File: config.mk
export PLATFORM = sky130hd
export DESIGN_NAME = code_detector_param
export DESIGN_NICKNAME = d
export VERILOG_FILES = /design/src/rtl/code_detector_param.sv
export SDC_FILE = /design/constraint.sdc
export NUM_CORES = 1
export LEC_CHECK = 0
export ABC_CLOCK_PERIOD_IN_PS = 6700
export CORE_ASPECT_RATIO = 0.7
export CORE_UTILIZATION = 35
export DETAILED_ROUTE_END_ITERATION = 8
export PLACE_DENSITY = 0.52
export SKIP_LAST_GASP = 1
export SYNTH_ARGS = -nofsm -noshare
export SYNTH_HDL_FRONTEND = slang
export SYNTH_SLANG_ARGS = --single-unit
export TNS_END_PERCENT = 5
File: constraint.sdc
create_clock -name Clk -period 6.7 [get_ports Clk]
set_clock_uncertainty 0.15 [all_clocks]
set_input_delay 1.34 -clock Clk [delete_from_list [all_inputs] [get_ports Clk]]
set_output_delay 1.34 -clock Clk [all_outputs]
set_load 0.01 [all_outputs]
File: src/rtl/code_detector_param.sv
// Colour-code lock: Start, then CODE_LEN one-hot {R,G,B} symbols; pulses U on match, Fail on error,
// locks out after MAX_FAIL consecutive failures. Optional macro CODE_TIMEOUT_EN adds an idle timeout.
module code_detector_param #(
    parameter int unsigned                CODE_LEN       = 4,
    parameter logic [3*CODE_LEN-1:0]      DEFAULT_CODE   = 12'b100_010_001_100,
    parameter int unsigned                MAX_FAIL       = 3,
    parameter int unsigned                LOCK_CYCLES    = 16,
    parameter int unsigned                TIMEOUT_CYCLES = 8
) (
    input  logic                  Clk,
    input  logic                  Rst,
    input  logic                  Start,
    input  logic                  Red,
    input  logic                  Green,
    input  logic                  Blue,
    input  logic                  CodeLoad,
    input  logic [3*CODE_LEN-1:0] CodeIn,
    output logic                  U,
    output logic                  Fail,
    output logic                  Locked,
    output logic                  Busy
);

    localparam int unsigned IDX_W = $clog2(CODE_LEN + 1);
    localparam int unsigned FC_W  = $clog2(MAX_FAIL + 1);
    localparam int unsigned LC_W  = $clog2(LOCK_CYCLES + 1);

    localparam logic [IDX_W-1:0] LAST_IDX = IDX_W'(CODE_LEN - 1);
    localparam logic [FC_W-1:0]  FC_MAX   = FC_W'(MAX_FAIL);
    localparam logic [LC_W-1:0]  LC_INIT  = LC_W'(LOCK_CYCLES);

    if (CODE_LEN < 1 || MAX_FAIL < 1 || LOCK_CYCLES < 1 || TIMEOUT_CYCLES < 1) begin : g_bad_param
        $error("code_detector_param: all size parameters must be >= 1");
    end

    typedef enum logic [1:0] {S_WAIT, S_ENTRY, S_OPEN, S_LOCK} state_t;

    state_t                state_q;
    logic [IDX_W-1:0]      idx_q;
    logic [FC_W-1:0]       fail_cnt_q;
    logic [FC_W-1:0]       fail_cnt_d;
    logic [LC_W-1:0]       lock_q;
    logic [3*CODE_LEN-1:0] code_q;
    logic                  u_q, fail_q, locked_q, busy_q;

    logic [2:0] sym;
    logic [2:0] exp_sym;
    logic       sym_idle;
    logic       sym_ok;
    logic       load_ok;
    logic       timeout;

    function automatic logic is_onehot3(input logic [2:0] s);
        return (s == 3'b100) || (s == 3'b010) || (s == 3'b001);
    endfunction

    assign sym      = {Red, Green, Blue};
    assign sym_idle = (sym == 3'b000);
    assign sym_ok   = is_onehot3(sym) && (sym == exp_sym);

    always_comb begin
        exp_sym = '0;
        for (int unsigned i = 0; i < CODE_LEN; i++) begin
            if (idx_q == i[IDX_W-1:0]) exp_sym = code_q[3*i +: 3];
        end
    end

    always_comb begin
        load_ok = 1'b1;
        for (int unsigned i = 0; i < CODE_LEN; i++) begin
            if (!is_onehot3(CodeIn[3*i +: 3])) load_ok = 1'b0;
        end
    end

    // Saturating: lockout fires on reaching FC_MAX, so the counter never needs to wrap.
    assign fail_cnt_d = (fail_cnt_q == FC_MAX) ? fail_cnt_q : fail_cnt_q + FC_W'(1);

`ifdef CODE_TIMEOUT_EN
    localparam int unsigned     TO_W    = $clog2(TIMEOUT_CYCLES + 1);
    localparam logic [TO_W-1:0] TO_LAST = TO_W'(TIMEOUT_CYCLES - 1);

    logic [TO_W-1:0] idle_q;

    assign timeout = sym_idle && (idle_q == TO_LAST);

    always_ff @(posedge Clk or posedge Rst) begin
        if (Rst) begin
            idle_q <= '0;
        end else if (state_q == S_ENTRY && !Start && sym_idle && !timeout) begin
            idle_q <= idle_q + TO_W'(1);
        end else begin
            idle_q <= '0;
        end
    end
`else
    assign timeout = 1'b0;
`endif

    always_ff @(posedge Clk or posedge Rst) begin
        if (Rst) begin
            state_q    <= S_WAIT;
            idx_q      <= '0;
            fail_cnt_q <= '0;
            lock_q     <= '0;
            code_q     <= DEFAULT_CODE;
            u_q        <= 1'b0;
            fail_q     <= 1'b0;
            locked_q   <= 1'b0;
            busy_q     <= 1'b0;
        end else begin
            u_q    <= 1'b0;
            fail_q <= 1'b0;
            case (state_q)
                S_WAIT: begin
                    if (CodeLoad && load_ok) code_q <= CodeIn;
                    if (Start) begin
                        state_q <= S_ENTRY;
                        idx_q   <= '0;
                        busy_q  <= 1'b1;
                    end
                end
                S_ENTRY: begin
                    if (Start) begin
                        idx_q <= '0;
                    end else if (sym_ok) begin
                        if (idx_q == LAST_IDX) begin
                            state_q <= S_OPEN;
                            u_q     <= 1'b1;
                            busy_q  <= 1'b0;
                        end else begin
                            idx_q <= idx_q + IDX_W'(1);
                        end
                    end else if (!sym_idle || timeout) begin
                        fail_q     <= 1'b1;
                        fail_cnt_q <= fail_cnt_d;
                        busy_q     <= 1'b0;
                        if (fail_cnt_d == FC_MAX) begin
                            state_q  <= S_LOCK;
                            locked_q <= 1'b1;
                            lock_q   <= LC_INIT;
                        end else begin
                            state_q <= S_WAIT;
                        end
                    end
                end
                S_OPEN: begin
                    fail_cnt_q <= '0;
                    state_q    <= S_WAIT;
                end
                S_LOCK: begin
                    if (lock_q <= LC_W'(1)) begin
                        state_q    <= S_WAIT;
                        locked_q   <= 1'b0;
                        fail_cnt_q <= '0;
                    end else begin
                        lock_q <= lock_q - LC_W'(1);
                    end
                end
                default: state_q <= S_WAIT;
            endcase
        end
    end

    assign U      = u_q;
    assign Fail   = fail_q;
    assign Locked = locked_q;
    assign Busy   = busy_q;

endmodule

# After elaboration in Yosys (flattened, before gate mapping)
# Cells that the tools add are included.
word_totals:
  register_bits: 28
  input_bits: 19
  output_inout_bits: 4
classes:
  addsub: 3
  order_cmp: 1
  n_eq_ne: 35
  muxes: 52
  n_reduce_logical: 25
ops:
  columns: ["op", "count"]
  rows:
  - ["two-way mux 5 bit", 5]
  - ["two-way mux 3 bit", 8]
  - ["two-way mux 1 bit", 22]
  - ["two-way mux 2 bit", 11]
  - ["equality test 3 x 2 -> 1 bit (second input constant)", 7]
  - ["equality test 3 x 1 -> 1 bit (second input constant)", 6]
  - ["equality test 3 bit (second input constant)", 5]
  - ["AND reduction 5 bit", 3]
  - ["inequality test 2 bit (second input constant)", 7]
  - ["inequality test 3 bit (second input constant)", 4]
  - ["AND reduction 6 bit", 2]
  - ["logical OR 1 bit", 10]
  - ["case mux 5 bit (2 select lines)", 1]
  - ["equality test 2 bit (second input constant)", 4]
  - ["case mux 2 bit (4 select lines)", 1]
  - ["zero test 3 bit", 2]
  - ["case mux 2 bit (3 select lines)", 1]
  - ["case mux 3 bit (2 select lines)", 1]
  - ["less-or-equal comparator 5 x 1 -> 1 bit (second input constant)", 1]
  - ["subtractor 5 x 1 -> 5 bit (second input constant)", 1]
  - ["case mux 1 bit (2 select lines)", 2]
  - ["AND reduction 4 bit", 1]
  - ["nonzero test 2 bit", 2]
  - ["adder 3 x 1 -> 3 bit (second input constant)", 1]
  - ["7 further kinds", 8]

# Logic depth before layout (Yosys ltp)
logic_depth:
  ltp_word: 10
  depth_mapped: 9
  mapped_depth_nobuf: 8

# Least setup slack after synthesis
# Ideal clock, no wire load.
synth_path:
  path_type: "in2reg"
  start: "input CodeIn[6]"
  end: "register code_q[0]"
  setup_time_ps: 125
  t_arrival_ps: 2554
  required_time_ps: 6425
  setup_slack_ps: 3872
  stages: 6
  path_cell_list: "nor2_1 xnor2_1 nand4_1 nor2_1 clkbuf_1 mux2_2"
synth_via:
  elab_chain_len: 7
synth_rtl:
  columns: ["element", "line_no", "source"]
  rows:
  - ["start, declared", "17", "input logic [3*CODE_LEN-1:0] CodeIn,"]
  - ["equality test 3 bit / equality test 3 x 2 -> 1 bit (equally long branches)", "54", "return (s == 3'b100) || (s == 3'b010) || (s == 3'b001);"]
  - ["logical OR 1 bit", "54", null]
  - ["logical OR 1 bit *", "54", null]
  - ["two-way mux 1 bit * (2 in series)", "71", "if (!is_onehot3(CodeIn[3*i +: 3])) load_ok = 1'b0;"]
  - ["logical AND 1 bit *", "115", "if (CodeLoad && load_ok) code_q <= CodeIn;"]
  - ["AND reduction 2 bit (no source line) *", null, null]
  - ["end signal, assigned", "115", null]
  - ["end, declared", "43", "logic [3*CODE_LEN-1:0] code_q;"]
# Every way passes the cells marked *; elsewhere a longest branch is shown, timed or not.
# A chain may end at the register's enable or synchronous reset.

# Final worst setup path
layout_path:
  start: "input CodeIn[10]"
  end: "register code_q[4]"
layout_via:
  elab_chain_len: 6
layout_rtl:
  columns: ["element", "line_no"]
  rows:
  - ["equality test 3 bit / equality test 3 x 2 -> 1 bit (equally long branches)", "54"]
  - ["logical OR 1 bit", "54"]
  - ["logical OR 1 bit *", "54"]
  - ["two-way mux 1 bit *", "71"]
  - ["logical AND 1 bit *", "115"]
  - ["AND reduction 2 bit (no source line) *", null]
# Marked as above.

==> impl_metrics.csv <==
group,metric,value,unit
cts,sink_count,28,
placement,setup_slack_at_placement,3041,ps
setup_path,cp_num_buf_inv,1,
floorplan,floorplan.die.height,59.76,um
timing,setup_tns,0,ps
timing,drv_slew,0,
floorplan,chipWidth,84.51,um
setup_path,worstPathCellList,"clkdlybuf4s50_1 > nor2_1 > xnor2_1 > nand4_1 > nor2_1 > mux2_2",
setup_path,critical_path_arrival,3420,ps
floorplan,fp-row-count,20,
logic_synthesis,synth_fp_nets,191,
floorplan,fp.dieArea,5050,um^2
timing,slew_headroom,26.58,%
setup_path,critPathTopFamily,"simple AND/OR/NAND/NOR gates",
layout,finalNonFillerCells,239,
logic_synthesis,netlist_instances,165,
layout,layout.cell_area.non_filler,1963,um^2
timing,period_needed,3408,ps
route,via_count,1290,
setup_path,r2r_start,"idx_q[0]$_DFFE_PP0P_",
placement,placedInstanceArea,1918,um^2
layout,diodes,0,
cts,worst_setup_hold_path_clk_slew,90,ps
timing,maxClockFrequency,293.4,MHz
placement,dp_hpwl,2839,um
route,drt-vias-per-instance,5.397,
layout,layout-drive-gt1-share,15.76,%
placement,place.port_buffers,22,
timing,measured_slew_at_the_worst_slew_check_pin,1100,ps
setup_path,critical_path_sink_type,"register",
floorplan,core_area,4454,um^2
global_routing,grt_antenna_before_repair,0,
worst_hold_path,launch_instance_of_the_worst_min_delay_path,"code_q[9]$_DFFE_PP0P_",
setup_path,critical-path-slowest-cell,"sky130_fd_sc_hd__nor2_1",
timing,final_min_period_over_clock_period,50.86,%
outcome,status,"finished with violations",
global_routing,first_pass_grt_wire_length,6216,um
setup_path,cpPeakStageDelay,770,ps
logic_synthesis,postSynth.asyncResetShare,100.0,%
logic_synthesis,synth_sequential_area_ratio,42.31,%
cts,post_cts_hold_buffer_count,0,
layout,area_growth_syn_to_layout,17.70,%
cts,post-cts-setup-buffers,0,
cts,cts_tree,"built",
cts,cts_htree_levels,1,
timing,grt_setup_unrepaired,"false",
route,wirelength,3731,um
setup_path,critical_path_class,"in2reg",
setup_path,worst-path-max-fanout,12,
placement,place_inst,235,
route,antenna_left,0,
timing,final-setup-viol-count,0,
route,detail_route.wl_per_cell,15.61,um
route,detailedRoute.firstPassIterationCount,6,
setup_path,setup.worst_path.start_class,"primary input",
cts,root_buffer,"sky130_fd_sc_hd__clkbuf_8",
timing,final-hold-violation-count,0,
timing,setup_ws,3292,ps
placement,place_congestion,0.7786,
global_routing,grt_util_all_layers,16.16,%
cts,cts_buffer_depth,2,
setup_path,worst-endpoint-required,6710,ps
setup_path,worst_path_most_repeated_cell,"sky130_fd_sc_hd__nor2_1",
logic_synthesis,yosysWarnings,0,
outcome,violations_in_the_final_reports,"DRC",
route,post-route-drc-count,4,
power,power_per_cell_area,319.7,nW/um^2
worst_hold_path,worstHoldPathType,"reg2reg",
power,max-vdd-ir-drop,0.1607,mV
setup_path,worstSetupStartpoint,"CodeIn[10]",
layout,mostFrequentLayoutCell,"sky130_fd_sc_hd__dfrtp_1",
layout,nets,211,
global_routing,first_global_vias,1244,
cts,cts-resized-gates,0,
floorplan,initial_utilization,37.44,%
floorplan,floorplan.io_pins,23,
cts,tritoncts.num_buffers,3,
global_routing,grt_max_degree,29,
layout,num-fill-cells,438,
logic_synthesis,yosys_register_bits,28,
route,drt-initial-drc-count,55,
logic_synthesis,synth_area_per_cell,10.11,um^2
cts,worstSkewPairLatency,270,ps
logic_synthesis,ys_types,48,
logic_synthesis,synth-main-ff-cell,"sky130_fd_sc_hd__dfrtp_1",
logic_synthesis,syn-cell-area,1668,um^2
logic_synthesis,synth-edff-count,0,
layout,most_frequent_cells_in_the_layout,"sky130_fd_sc_hd__dfrtp_1 (24), sky130_fd_sc_hd__clkdlybuf4s50_1 (22), sky130_fd_sc_hd__nor2_1 (14), sky130_fd_sc_hd__mux2_2 (13), sky130_fd_sc_hd__nand2_1 (10)",
job,maxCapViolCount,0,
power,leakage,0.8442,nW
global_routing,grt_overflow,0,
area by class of cell:
class	instances	area (um^2)	share of cell area, %
clock buffer	4	45.04	2.294
tap	55	68.82	3.505
timing repair buffer	22	220.2	11.22
multi-input combinational	122	893.4	45.51
sequential	28	705.7	35.95
inverter	8	30.03	1.530
final timing paths:
check | cells past startpoint | end | slack (ps)
min in group asynchronous | 2 | lock_q[3]$_DFFE_PP0P_ | 1490
worst min-delay path | 1 | code_q[9]$_DFFE_PP0P_ | 380
max in group asynchronous | 2 | state_q[0]$_DFFE_PP0P_ | 4250
worst max-delay path | 6 | code_q[4]$_DFFE_PP0P_ | 3290
worst max register to register | 7 | Locked$_DFFE_PP0P_ | 3540
worst min register to register | 1 | code_q[9]$_DFFE_PP0P_ | 380
metrics by stage:
step	hold slack (ps)	utilization, %	power, mW
floorplan	330.6	-	0.4566
global placement	345.5	43.06	0.5266
detailed placement	357.2	43.06	0.5319
CTS	377.9	44.07	0.6299
global route	392.8	44.07	0.6789
finish	377.5	44.07	0.6276
Yosys cell counts (2+ instances only):
cell,n,share of area (%)
sky130_fd_sc_hd__a21oi_1,6,1.8
sky130_fd_sc_hd__nand4_1,3,1.1
sky130_fd_sc_hd__o21ai_0,6,1.8
sky130_fd_sc_hd__nand2b_1,2,0.75
sky130_fd_sc_hd__nand3b_1,4,1.8
sky130_fd_sc_hd__a31o_2,2,1.1
sky130_fd_sc_hd__nor2_1,14,3.2
sky130_fd_sc_hd__nor2b_1,7,2.6
sky130_fd_sc_hd__xnor2_1,5,2.6
sky130_fd_sc_hd__inv_1,8,1.8
sky130_fd_sc_hd__o22ai_1,2,0.75
sky130_fd_sc_hd__and2_1,3,1.1
sky130_fd_sc_hd__mux2_2,13,8.8
sky130_fd_sc_hd__clkbuf_1,4,0.90
sky130_fd_sc_hd__a21o_1,2,0.90
sky130_fd_sc_hd__o211a_1,2,1.2
sky130_fd_sc_hd__dfrtp_1,24,36
sky130_fd_sc_hd__a22oi_1,2,0.90
sky130_fd_sc_hd__o31ai_1,2,0.90
sky130_fd_sc_hd__nor3_1,7,2.1
sky130_fd_sc_hd__o21bai_1,2,0.90
sky130_fd_sc_hd__ha_1,7,5.3
sky130_fd_sc_hd__dfstp_2,4,6.3
sky130_fd_sc_hd__nand2_1,10,2.3
state kept, by name, summed over array words and instances (netlist names):
name / count
Locked: 1
fail_cnt_q: 2
Busy: 1
U: 1
idx_q: 3
lock_q: 5
state_q: 2
code_q: 12
Fail: 1
routing by layer:
layer / wire length, um / up-vias / GRT usage, %
met4: 16 / 0 / 2.421
met2: 1490 / 23 / 22.65
li1: - / 640 / -
met3: 141 / 2 / 3.867
met5: 0 / - / 0
met1: 2083 / 625 / 25.30
report_power, final:
group | total (mW) | internal [mW] | switching (mW)
Sequential | 0.273 | 0.224 | 0.0491
Combinational | 0.260 | 0.128 | 0.133
Clock | 0.0946 | 0.0426 | 0.0519
Total | 0.628 | 0.394 | 0.234
cells by family (layout without fill, tap and decap cells):
group / after synthesis / count (layout) / share of synthesized area (%)
XOR/XNOR: 5 / 5 / 2.626
AND/OR/NAND/NOR: 58 / 58 / 18.68
multiplexers: 14 / 14 / 9.377
buffers and inverters: 15 / 34 / 4.126
AO/OA/AOI/OAI: 38 / 38 / 17.63
adder cells (fa/ha/maj): 7 / 7 / 5.251
flip-flops: 28 / 28 / 42.31
Note: power is estimated with default switching activity, not from simulation.
